===== config.mk =====
export PLATFORM = sky130hd
export DESIGN_NAME = mem_arbiter
export DESIGN_NICKNAME = d
export VERILOG_FILES = /design/src/rtl/mem_arbiter.sv
export SDC_FILE = /design/constraint.sdc
export NUM_CORES = 1
export LEC_CHECK = 0
export CAP_MARGIN = 30
export CORE_UTILIZATION = 55
export DETAILED_ROUTE_END_ITERATION = 7
export DONT_BUFFER_PORTS = 1
export PLACE_DENSITY = 0.79
export RECOVER_POWER = 25
export SKIP_LAST_GASP = 1
export SYNTH_ARGS = -nofsm -noshare
export SYNTH_HDL_FRONTEND = slang
export SYNTH_SLANG_ARGS = --single-unit

===== constraint.sdc =====
create_clock -name clk_i -period 2.15 [get_ports clk_i]
set_input_delay 0.1075 -clock clk_i [delete_from_list [all_inputs] [get_ports clk_i]]
set_output_delay 0.1075 -clock clk_i [all_outputs]
set_load 0.005 [all_outputs]

===== src/rtl/mem_arbiter.sv =====
// Shares one memory command port between instruction fetch and data load/store.
// Each access runs arbitrate -> issue -> wait for m_done_i (or watchdog) -> done pulse to the winner.
//
// state  | meaning
// S_IDLE | no access in flight, m_* outputs held at zero
// S_BUSY | command held on m_*, waiting for m_done_i or watchdog expiry
module mem_arbiter #(
  parameter int unsigned TIMEOUT  = 64,
  parameter bit          DATA_PRI = 1'b0
) (
  input  logic        clk_i,
  input  logic        reset_i,
  input  logic        f_req_i,
  input  logic [13:0] f_addr_i,
  output logic        f_done_o,
  output logic [7:0]  f_rdata_o,
  output logic        f_err_o,
  input  logic        d_req_i,
  input  logic        d_we_i,
  input  logic [13:0] d_addr_i,
  input  logic [15:0] d_wdata_i,
  output logic        d_done_o,
  output logic [7:0]  d_rdata_o,
  output logic        d_err_o,
  output logic        m_store_o,
  output logic        m_load_o,
  output logic [15:0] m_result_o,
  output logic [13:0] m_addr_o,
  input  logic        m_done_i,
  input  logic [7:0]  m_rdata_i,
  output logic        busy_o,
  output logic        grant_id_o
);

  localparam int unsigned   CW       = $clog2(TIMEOUT);
  localparam logic [CW-1:0] CNT_LAST = CW'(TIMEOUT - 1);

  typedef enum logic {
    S_IDLE = 1'b0,
    S_BUSY = 1'b1
  } state_e;

  state_e        state_q;
  logic [CW-1:0] cnt_q;
  logic          last_q;
  logic          grant_q;
  logic          m_store_q;
  logic          m_load_q;
  logic [13:0]   m_addr_q;
  logic [15:0]   m_result_q;
  logic          f_done_q;
  logic          f_err_q;
  logic [7:0]    f_rdata_q;
  logic          d_done_q;
  logic          d_err_q;
  logic [7:0]    d_rdata_q;

  logic          req_any_d;
  logic          grant_d;
  logic [7:0]    rdata_d;

  // grant_d: 0 = fetch, 1 = data; last_q tracks the port last served successfully
  always_comb begin
    req_any_d = f_req_i | d_req_i;
    grant_d   = d_req_i;
    if (f_req_i && d_req_i) begin
      grant_d = DATA_PRI ? 1'b1 : ~last_q;
    end
    rdata_d = m_store_q ? 8'h00 : m_rdata_i;
  end

  always_ff @(posedge clk_i or posedge reset_i) begin
    if (reset_i) begin
      state_q    <= S_IDLE;
      cnt_q      <= '0;
      last_q     <= 1'b1;
      grant_q    <= 1'b0;
      m_store_q  <= 1'b0;
      m_load_q   <= 1'b0;
      m_addr_q   <= '0;
      m_result_q <= '0;
      f_done_q   <= 1'b0;
      f_err_q    <= 1'b0;
      f_rdata_q  <= '0;
      d_done_q   <= 1'b0;
      d_err_q    <= 1'b0;
      d_rdata_q  <= '0;
    end else begin
      f_done_q <= 1'b0;
      f_err_q  <= 1'b0;
      d_done_q <= 1'b0;
      d_err_q  <= 1'b0;
      case (state_q)
        S_IDLE: begin
          if (req_any_d) begin
            state_q    <= S_BUSY;
            cnt_q      <= '0;
            grant_q    <= grant_d;
            m_addr_q   <= grant_d ? d_addr_i : f_addr_i;
            m_result_q <= grant_d ? d_wdata_i : 16'h0000;
            m_store_q  <= grant_d & d_we_i;
            m_load_q   <= ~(grant_d & d_we_i);
          end
        end
        S_BUSY: begin
          if (m_done_i || (cnt_q == CNT_LAST)) begin
            // m_done_i wins over a same-cycle watchdog expiry
            state_q    <= S_IDLE;
            cnt_q      <= '0;
            m_store_q  <= 1'b0;
            m_load_q   <= 1'b0;
            m_addr_q   <= '0;
            m_result_q <= '0;
            if (m_done_i) begin
              last_q <= grant_q;
            end
            if (grant_q) begin
              d_done_q  <= 1'b1;
              d_err_q   <= ~m_done_i;
              d_rdata_q <= m_done_i ? rdata_d : 8'h00;
            end else begin
              f_done_q  <= 1'b1;
              f_err_q   <= ~m_done_i;
              f_rdata_q <= m_done_i ? rdata_d : 8'h00;
            end
          end else begin
            cnt_q <= cnt_q + CW'(1);
          end
        end
        default: state_q <= S_IDLE;
      endcase
    end
  end

  assign busy_o     = (state_q == S_BUSY);
  assign grant_id_o = grant_q;
  assign m_store_o  = m_store_q;
  assign m_load_o   = m_load_q;
  assign m_addr_o   = m_addr_q;
  assign m_result_o = m_result_q;
  assign f_done_o   = f_done_q;
  assign f_err_o    = f_err_q;
  assign f_rdata_o  = f_rdata_q;
  assign d_done_o   = d_done_q;
  assign d_err_o    = d_err_q;
  assign d_rdata_o  = d_rdata_q;

endmodule


==> impl_metrics.toml, run 1 <==
[worst_setup_path]
critPathMaxFanout = 14
reg2regPathDepth = 5
worstSetupPathType = "register to register"
required_ns = 2.40
crit_path_end_kind = "register"
startpoint_type = "register"
arrival_ns = 2.26

[floorplanning]
die_h_um = 68.96
io_pins = 112
initial_core_util_pct = 59.51
num_rows = 23
die_w_um = 68.96
dieArea_um2 = 4755
core_um2 = 4144

[timing]
rsz0062_at_grt = "no"
tightest_slew_ns = 1.132
holdWs_ns = 0.01262
period_minus_slack_ns = 2.007
fin_skew_ns = 0.01019
maxSlewViolCount = 0
layout_worst_path_cycle_share_pct = 93.36
clock.fmax_mhz = 498.2
hold_violations = 0
slew_headroom_pct = 24.45
setup_slack_ns = 0.1428
setup_viol = 0
finalSetupTns_ns = 0

[clock_network]
clk_latency_ns = 0.33
cts_sinks = 61
cts_tree = "built"
root_buffer = "clkbuf_8"
clk_path_buf_depth = 2
htreeDepth = 3
cts_made_buffers = 9
clk_pin_slew_ns = 0.07

[synth]
netlist.area_leader.share_pct = 60.88
muxShareOfSynthArea_pct = 0.4566
synth_fa_ha_area_share_pct = 0.5074
ys_warn_count = 0
synth-xor-area-share_pct = 0.7103
syn_area_um2 = 2466
synth-compound-area-share_pct = 26.79
syn_inst = 183
synth_top_family_by_area = "compound AO/OA/AOI/OAI gates"
synth_edf_count = 0
synth_top_area_cell = "dfrtp_1"
synthArstFlopShare_pct = 100.0
synth_area_leaders = "dfrtp_1 61%, a22o_1 12%, o2bb2ai_1 5.0%"
synth-simple-area-share_pct = 6.443
avgSynthCellArea_um2 = 13.48
ys.flop_type = "dfrtp_1"
synth_seq_area_share_pct = 61.95
synth_seq_cells = 61
synth_cell_type_count = 39
syn-num-nets = 242

[placement]
io_buffers = 0
place_inst = 227
hpwl_um = 3801
gp_congestion = 0.8173
post-place-ws_ns = 0.3707
place_area_um2 = 2509

[layout]
final_area_um2 = 3159
fin_cells = 288
nNetsFinal = 292
area_growth_pct = 28.11
final_common_cell = "dfrtp_1"
mostFrequentLayoutCells = "60 x dfrtp_1, 45 x dlygate4sd3_1, 34 x a22o_1"
layout-drive-gt1-share_pct = 12.18
insertedDiodeCount = 0
utilization_pct = 76.24

[hold_path]
whs_path_depth = 2
hold_path_class = "input port to register"

[power_and_ir_drop]
powerDensity_nw_per_um2 = 967.6
irDropWorstVdd_mv = 0.6213
leakagePower_nw = 1.415
power_mw = 3.057

[drt]
drc = 0
routed_wl_um = 6183
num_vias = 1827
final_antenna_net_count = 0
drtIter0Drc = 143
dr.pass1.iters = 4
drt-wirelength-per-cell_um = 21.47
avgViaCountPerCell = 6.344

[status]
status = "complete, no violations"

[global_routing]
grt_max_degree = 33
grt_pass1_wl_um = 9308
antenna_found_initial = 0
overflow = 0
grt_pass1_vias = 1863
grt_usage_pct = 28.17

[flow_run]
maxCapViolCount = 0
[power by group]
part           internal, mW  switching [mW]
clock                 0.564           0.418
combinational         0.266           0.231
sequential             1.37           0.210
[worst paths after layout]
path                                      to        start  slack (ns)
worst min register to register   m_addr_o[7]  m_addr_o[7]        0.52
min in group asynchronous       f_rdata_o[1]      reset_i        0.52
max in group asynchronous             last_q      reset_i        0.83
worst min-delay path             m_addr_o[6]  d_addr_i[6]        0.01
worst max-delay path             m_addr_o[7]       last_q        0.14
worst max register to register   m_addr_o[7]       last_q        0.14
[area by class of cell]
cell class	instances	area (µm²)
sequential	61	1528
fill	269	984.7
multi-input combinational	109	868.3
timing repair buffer	48	493.0
clock buffer	12	145.1
tap	50	62.56
clock inverter	4	47.55
inverter	4	15.01
[logic make-up after synthesis]
logic type / Yosys count
AND/OR/NAND/NOR: 25
XOR/XNOR: 2
buffers and inverters: 13
AO/OA/AOI/OAI: 80
adder cells (fa/ha/maj): 1
multiplexers: 1
flip-flops: 61
[layer usage]
layer	vias up	track usage, %	wire length (µm)
li1	806	-	-
met1	905	31.46	2282
met2	110	47.33	3311
met3	6	11.51	545
met4	0	11.73	43
met5	-	0	0
[registers in the layout, summed over array words and instances (netlist names)]
| register | count |
|---|---|
| m_addr_o | 14 |
| last_q | 1 |
| d_err_o | 1 |
| m_result_o | 16 |
| m_load_o | 1 |
| d_done_o | 1 |
| grant_id_o | 1 |
| cnt_q | 6 |
| m_store_o | 1 |
| f_done_o | 1 |
| d_rdata_o | 8 |
| f_rdata_o | 8 |
| busy_o | 1 |
| f_err_o | 1 |
[worst max-delay path, cell delays in order, from the launching register on]
cell and delay [ns]:
dfstp_2 0.58, inv_1 0.09, a21boi_4 0.38, a22oi_1 0.16, dlygate4sd3_1 0.60, o2bb2ai_1 0.13
[synthesized netlist by cell type, drive strengths merged (3+ instances only)]
cell,count
nand2,7
nor3,3
a22oi,14
inv,4
o2bb2ai,14
buf,8
nor2,4
o21ai,10
dfrtp,60
a22o,34
[what timing repair did]
| item | in CTS | in global routing |
|---|---|---|
| buffers inserted | 0 | 0 |
| hold buffers | 43 | 2 |
| setup endpoints to repair | 0 | 4 |
| hold endpoints to repair | 77 | 2 |
| resized for setup | 0 | 1 |
Note: power is estimated with default switching activity, not from simulation.
==> run 2: changes to the inputs <==
--- a/config.mk
+++ b/config.mk
@@ -6,6 +6,7 @@
 export NUM_CORES = 1
 export LEC_CHECK = 0
 export CAP_MARGIN = 30
+export CORE_ASPECT_RATIO = 0.6
 export CORE_UTILIZATION = 55
 export DETAILED_ROUTE_END_ITERATION = 7
 export DONT_BUFFER_PORTS = 1
==> run 2 against run 1 <==
  * Clock power rose by 15%
  * Cell count rose by 3.5%
  * Worst setup slack improved by 0.10 ns
  * Power increased by 5.4%
  * Critical path type unchanged
  * Highest routed layer unchanged
==> impl_metrics.toml, run 2 (synthesis results as in run 1) <==
[status]
status = "complete, no violations"

[layout]
final_common_cell = "dfrtp_1"
nNetsFinal = 292
largest_register_ffs = 16
mostFrequentLayoutCells = "60 x dfrtp_1, 44 x dlygate4sd3_1, 34 x a22o_1"
layout-drive-gt1-share_pct = 13.45
area_growth_pct = 29.83
insertedDiodeCount = 0

[clock_network]
clk_latency_ns = 0.33
htreeDepth = 3
clk_path_buf_depth = 2
root_buffer = "clkbuf_8"
cts_made_buffers = 9
cts_tree = "built"
cts_sinks = 61
clk_pin_slew_ns = 0.07

[timing]
period_minus_slack_ns = 1.904
tightest_slew_ns = 0.7271
layout_worst_path_cycle_share_pct = 88.54
finalSetupTns_ns = 0
setup_viol = 0
slew_headroom_pct = 51.52
fin_skew_ns = 0.007781
hold_violations = 0
rsz0062_at_grt = "no"
setup_slack_ns = 0.2463
clock.fmax_mhz = 525.3
maxSlewViolCount = 0

[global_routing]
grt_max_degree = 62
grt_pass1_wl_um = 9908
grt_pass1_vias = 1905
overflow = 0
antenna_found_initial = 0
grt_usage_pct = 30.62

[drt]
num_vias = 1932
avgViaCountPerCell = 6.483
routed_wl_um = 6863
drtIter0Drc = 120
dr.pass1.iters = 4
drc = 0
final_antenna_net_count = 0
drt-wirelength-per-cell_um = 23.03

[worst_setup_path]
critPathMaxFanout = 14
arrival_ns = 2.17
crit_path_end_kind = "register"
required_ns = 2.41
r2r_start = "last_q"
critPathLaunch = "last_q"
startpoint_type = "register"
worstSetupPathType = "register to register"

[floorplanning]
core_um2 = 4212
die_h_um = 53.87
die_w_um = 88.45
io_pins = 112
dieArea_um2 = 4765
initial_core_util_pct = 58.56
num_rows = 18

[flow_run]
maxCapViolCount = 0

[placement]
io_buffers = 0
hpwl_um = 3747
gp_congestion = 0.7483
post-place-ws_ns = 0.4350

[hold_path]
min-delay-start = "d_addr_i[4]"
hold_path_class = "input port to register"

[power_and_ir_drop]
irDropWorstVdd_mv = 0.6244
leakagePower_nw = 1.436
power_mw = 3.223
powerDensity_nw_per_um2 = 1007
run 2: power by group:
group / switching, mW / internal, mW
Clock: 0.422 / 0.712
Combinational: 0.241 / 0.268
Sequential: 0.210 / 1.37
Total: 0.874 / 2.35
run 2: final timing paths:
path                       cells past startpoint            end  slack [ns]
max                                            5    m_addr_o[5]        0.25
max reg2reg                                    5    m_addr_o[5]        0.25
min                                            2    m_addr_o[4]       0.008
max in group asynchronous                      3  m_result_o[9]        1.22
min reg2reg                                    1    m_addr_o[8]        0.52
min in group asynchronous                      3   f_rdata_o[3]        0.45
run 2: stage by stage:
| stage | util (%) | instance area (µm²) | cells | hold WS [ns] |
|---|---|---|---|---|
| 2_1_floorplan | - | 2466 | 183 | 0.2401 |
| 5_1_grt | 76.02 | 3202 | 298 | 0.003777 |
| 6_report | 76.02 | 3202 | 298 | 0.008230 |
| 4_1_cts | 75.85 | 3194 | 298 | 0.001152 |
| 3_5_place_dp | 60.04 | 2529 | 238 | 0.2428 |
| 3_3_place_gp | 59.39 | 2501 | 237 | 0.2219 |
run 2: worst max-delay path, stage by stage (launching register included):
cell	delay, ns
dfstp_2	0.56
inv_1	0.07
a21boi_4	0.36
a22oi_1	0.12
dlygate4sd3_1	0.59
o2bb2ai_1	0.13
run 2: final cells by class:
type	instances	area, µm²
Clock inverter	4	70.07
Timing Repair Buffer	48	490.5
Inverter	4	15.01
Multi-Input combinational cell	109	868.3
Tap cell	60	75.07
Fill cell	252	1010
Sequential cell	61	1528
Clock buffer	12	155.1
run 2: layer usage:
layer  global-route usage (%)  wire length, µm  vias to the layer above
met1                    34.12             2656                      990
met2                    51.28             3562                      109
met3                    11.35              454                       19
li1                         -                -                      814
met4                    19.09              190                        0
met5                        0                0                        -
run 2: repair_timing:
action	CTS	global route
hold buffers	44	0
setup endpoints to repair	0	3
hold endpoints to repair	108	0
buffers inserted	0	0
gates resized for setup	0	1
==> run 3: changes to the inputs <==
--- a/config.mk
+++ b/config.mk
@@ -10,8 +10,9 @@
 export CORE_UTILIZATION = 55
 export DETAILED_ROUTE_END_ITERATION = 7
 export DONT_BUFFER_PORTS = 1
-export PLACE_DENSITY = 0.79
+export PLACE_DENSITY = 0.67
 export RECOVER_POWER = 25
+export REMOVE_ABC_BUFFERS = 1
 export SKIP_LAST_GASP = 1
 export SYNTH_ARGS = -nofsm -noshare
 export SYNTH_HDL_FRONTEND = slang
==> run 3 against run 2 <==
  * Register-to-register slack got worse by 0.06 ns
  * Via count is 6.9% lower
  * Power fell by 5.5%
  * Cell count fell by 3.4%
  * Critical endpoint is now m_result_o[6]
==> impl_metrics.toml, run 3 (synthesis results as in run 1) <==
[clock_network]
htreeDepth = 3
root_buffer = "clkbuf_8"
cts_made_buffers = 9
cts_sinks = 61
clk_pin_slew_ns = 0.06
cts_tree = "built"
clk_path_buf_depth = 2
clk_latency_ns = 0.33

[worst_setup_path]
worst-r2r-setup-slack_ns = 0.18
startpoint_type = "register"
worstSetupPathType = "register to register"
required_ns = 2.40
crit_path_end_kind = "register"
critPathLaunch = "cnt_q[0]"
cp_slowest_cell = "o21bai_2"
arrival_ns = 2.22
critPathMaxFanout = 16
r2r_start = "cnt_q[0]"
crit_path_cell_trace = "ha_1 > nand3_2 > nor2_4 > o21bai_2 > buf_6 > a22o_1"
slowest_delay_ns = 0.58

[timing]
fin_skew_ns = 0.007832
slew_headroom_pct = 21.16
layout_worst_path_cycle_share_pct = 91.49
tightest_slew_ns = 1.181
maxSlewViolCount = 0
clock.fmax_mhz = 508.4
period_minus_slack_ns = 1.967
finalSetupTns_ns = 0
setup_viol = 0
hold_violations = 0
rsz0062_at_grt = "no"

[global_routing]
grt_usage_pct = 25.74
overflow = 0
grt_pass1_wl_um = 8666
antenna_found_initial = 0
grt_pass1_vias = 1654
grt_max_degree = 34

[layout]
final_common_cell = "dfrtp_1"
insertedDiodeCount = 0
nNetsFinal = 284
largest_register_ffs = 16
n_fill_cell = 262
mostFrequentLayoutCells = "60 x dfrtp_1, 36 x dlygate4sd3_1, 34 x a22o_1"
fin_cells = 288
final_area_um2 = 3092
area_growth_pct = 25.37
layout-drive-gt1-share_pct = 12.72

[placement]
gp_congestion = 0.6809
place_inst = 238
place_area_um2 = 2525
hpwl_um = 3545
io_buffers = 0

[drt]
drt-wirelength-per-cell_um = 20.13
drc = 0
routed_wl_um = 5797
drtIter0Drc = 79
avgViaCountPerCell = 6.247
final_antenna_net_count = 0
num_vias = 1799
dr.pass1.iters = 4

[power_and_ir_drop]
powerDensity_nw_per_um2 = 985.6
leakagePower_nw = 1.387
power_mw = 3.047
irDropWorstVdd_mv = 0.6289

[floorplanning]
num_rows = 18
die_w_um = 88.45
die_h_um = 53.87
core_um2 = 4212
dieArea_um2 = 4765
initial_core_util_pct = 58.56
io_pins = 112

[hold_path]
min-delay-start = "f_addr_i[6]"
hold_path_class = "input port to register"

[flow_run]
maxCapViolCount = 0

[status]
status = "complete, no violations"
-- run 3: routing by layer --
layer	global-route usage (%)	wire length, µm	vias up
li1	-	-	794
met1	33.54	2512	914
met2	41.92	2873	87
met3	8.282	385	4
met4	7.796	26	0
met5	0	0	-
-- run 3: where the power goes --
group	total (mW)	switching [mW]	internal (mW)
Clock	1.00	0.386	0.618
Sequential	1.58	0.206	1.37
Combinational	0.468	0.220	0.248
Total	3.05	0.811	2.24
-- run 3: final timing paths --
path / endpoint / depth (start not counted)
max in group asynchronous: m_addr_o[13] / 3
min reg2reg: m_addr_o[5] / 1
min in group asynchronous: m_result_o[7] / 2
max reg2reg: m_result_o[6] / 6
max: m_result_o[6] / 6
min: m_addr_o[6] / 2
-- run 3: critical path, delay by kind of cell, from the launching register on --
kind | cells | cell delay, ns
AO/OA/AOI/OAI | 2 | 0.75
adder cells (fa/ha/maj) | 1 | 0.26
buffers and inverters | 1 | 0.26
flip-flops | 1 | 0.41
AND/OR/NAND/NOR | 2 | 0.21
-- run 3: final cells by class --
| type | instances | area (µm²) | area share [%] |
|---|---|---|---|
| clock inverter | 1 | 30.03 | 0.9713 |
| tap | 60 | 75.07 | 2.428 |
| sequential | 61 | 1528 | 49.41 |
| clock buffer | 13 | 168.9 | 5.463 |
| timing repair buffer | 40 | 406.6 | 13.15 |
| multi-input combinational | 109 | 868.3 | 28.09 |
| inverter | 4 | 15.01 | 0.4856 |
-- run 3: through the flow --
stage	util, %	hold WS [ns]	setup WS, ns
final	73.41	0.01255	0.1830
after global routing	73.41	0.001790	0.09980
after CTS	73.23	0.0001898	0.1355
after detailed placement	59.95	0.1032	0.2724
after global placement	59.69	0.08586	0.1631
after floorplan	-	0.2401	0.1780
-- run 3: what timing repair did --
action,in CTS,in global routing
setup endpoints to repair,0,1
endpoints found under the hold margin,70,0
resized for setup,0,1
buffers inserted,0,0
hold buffers,36,0
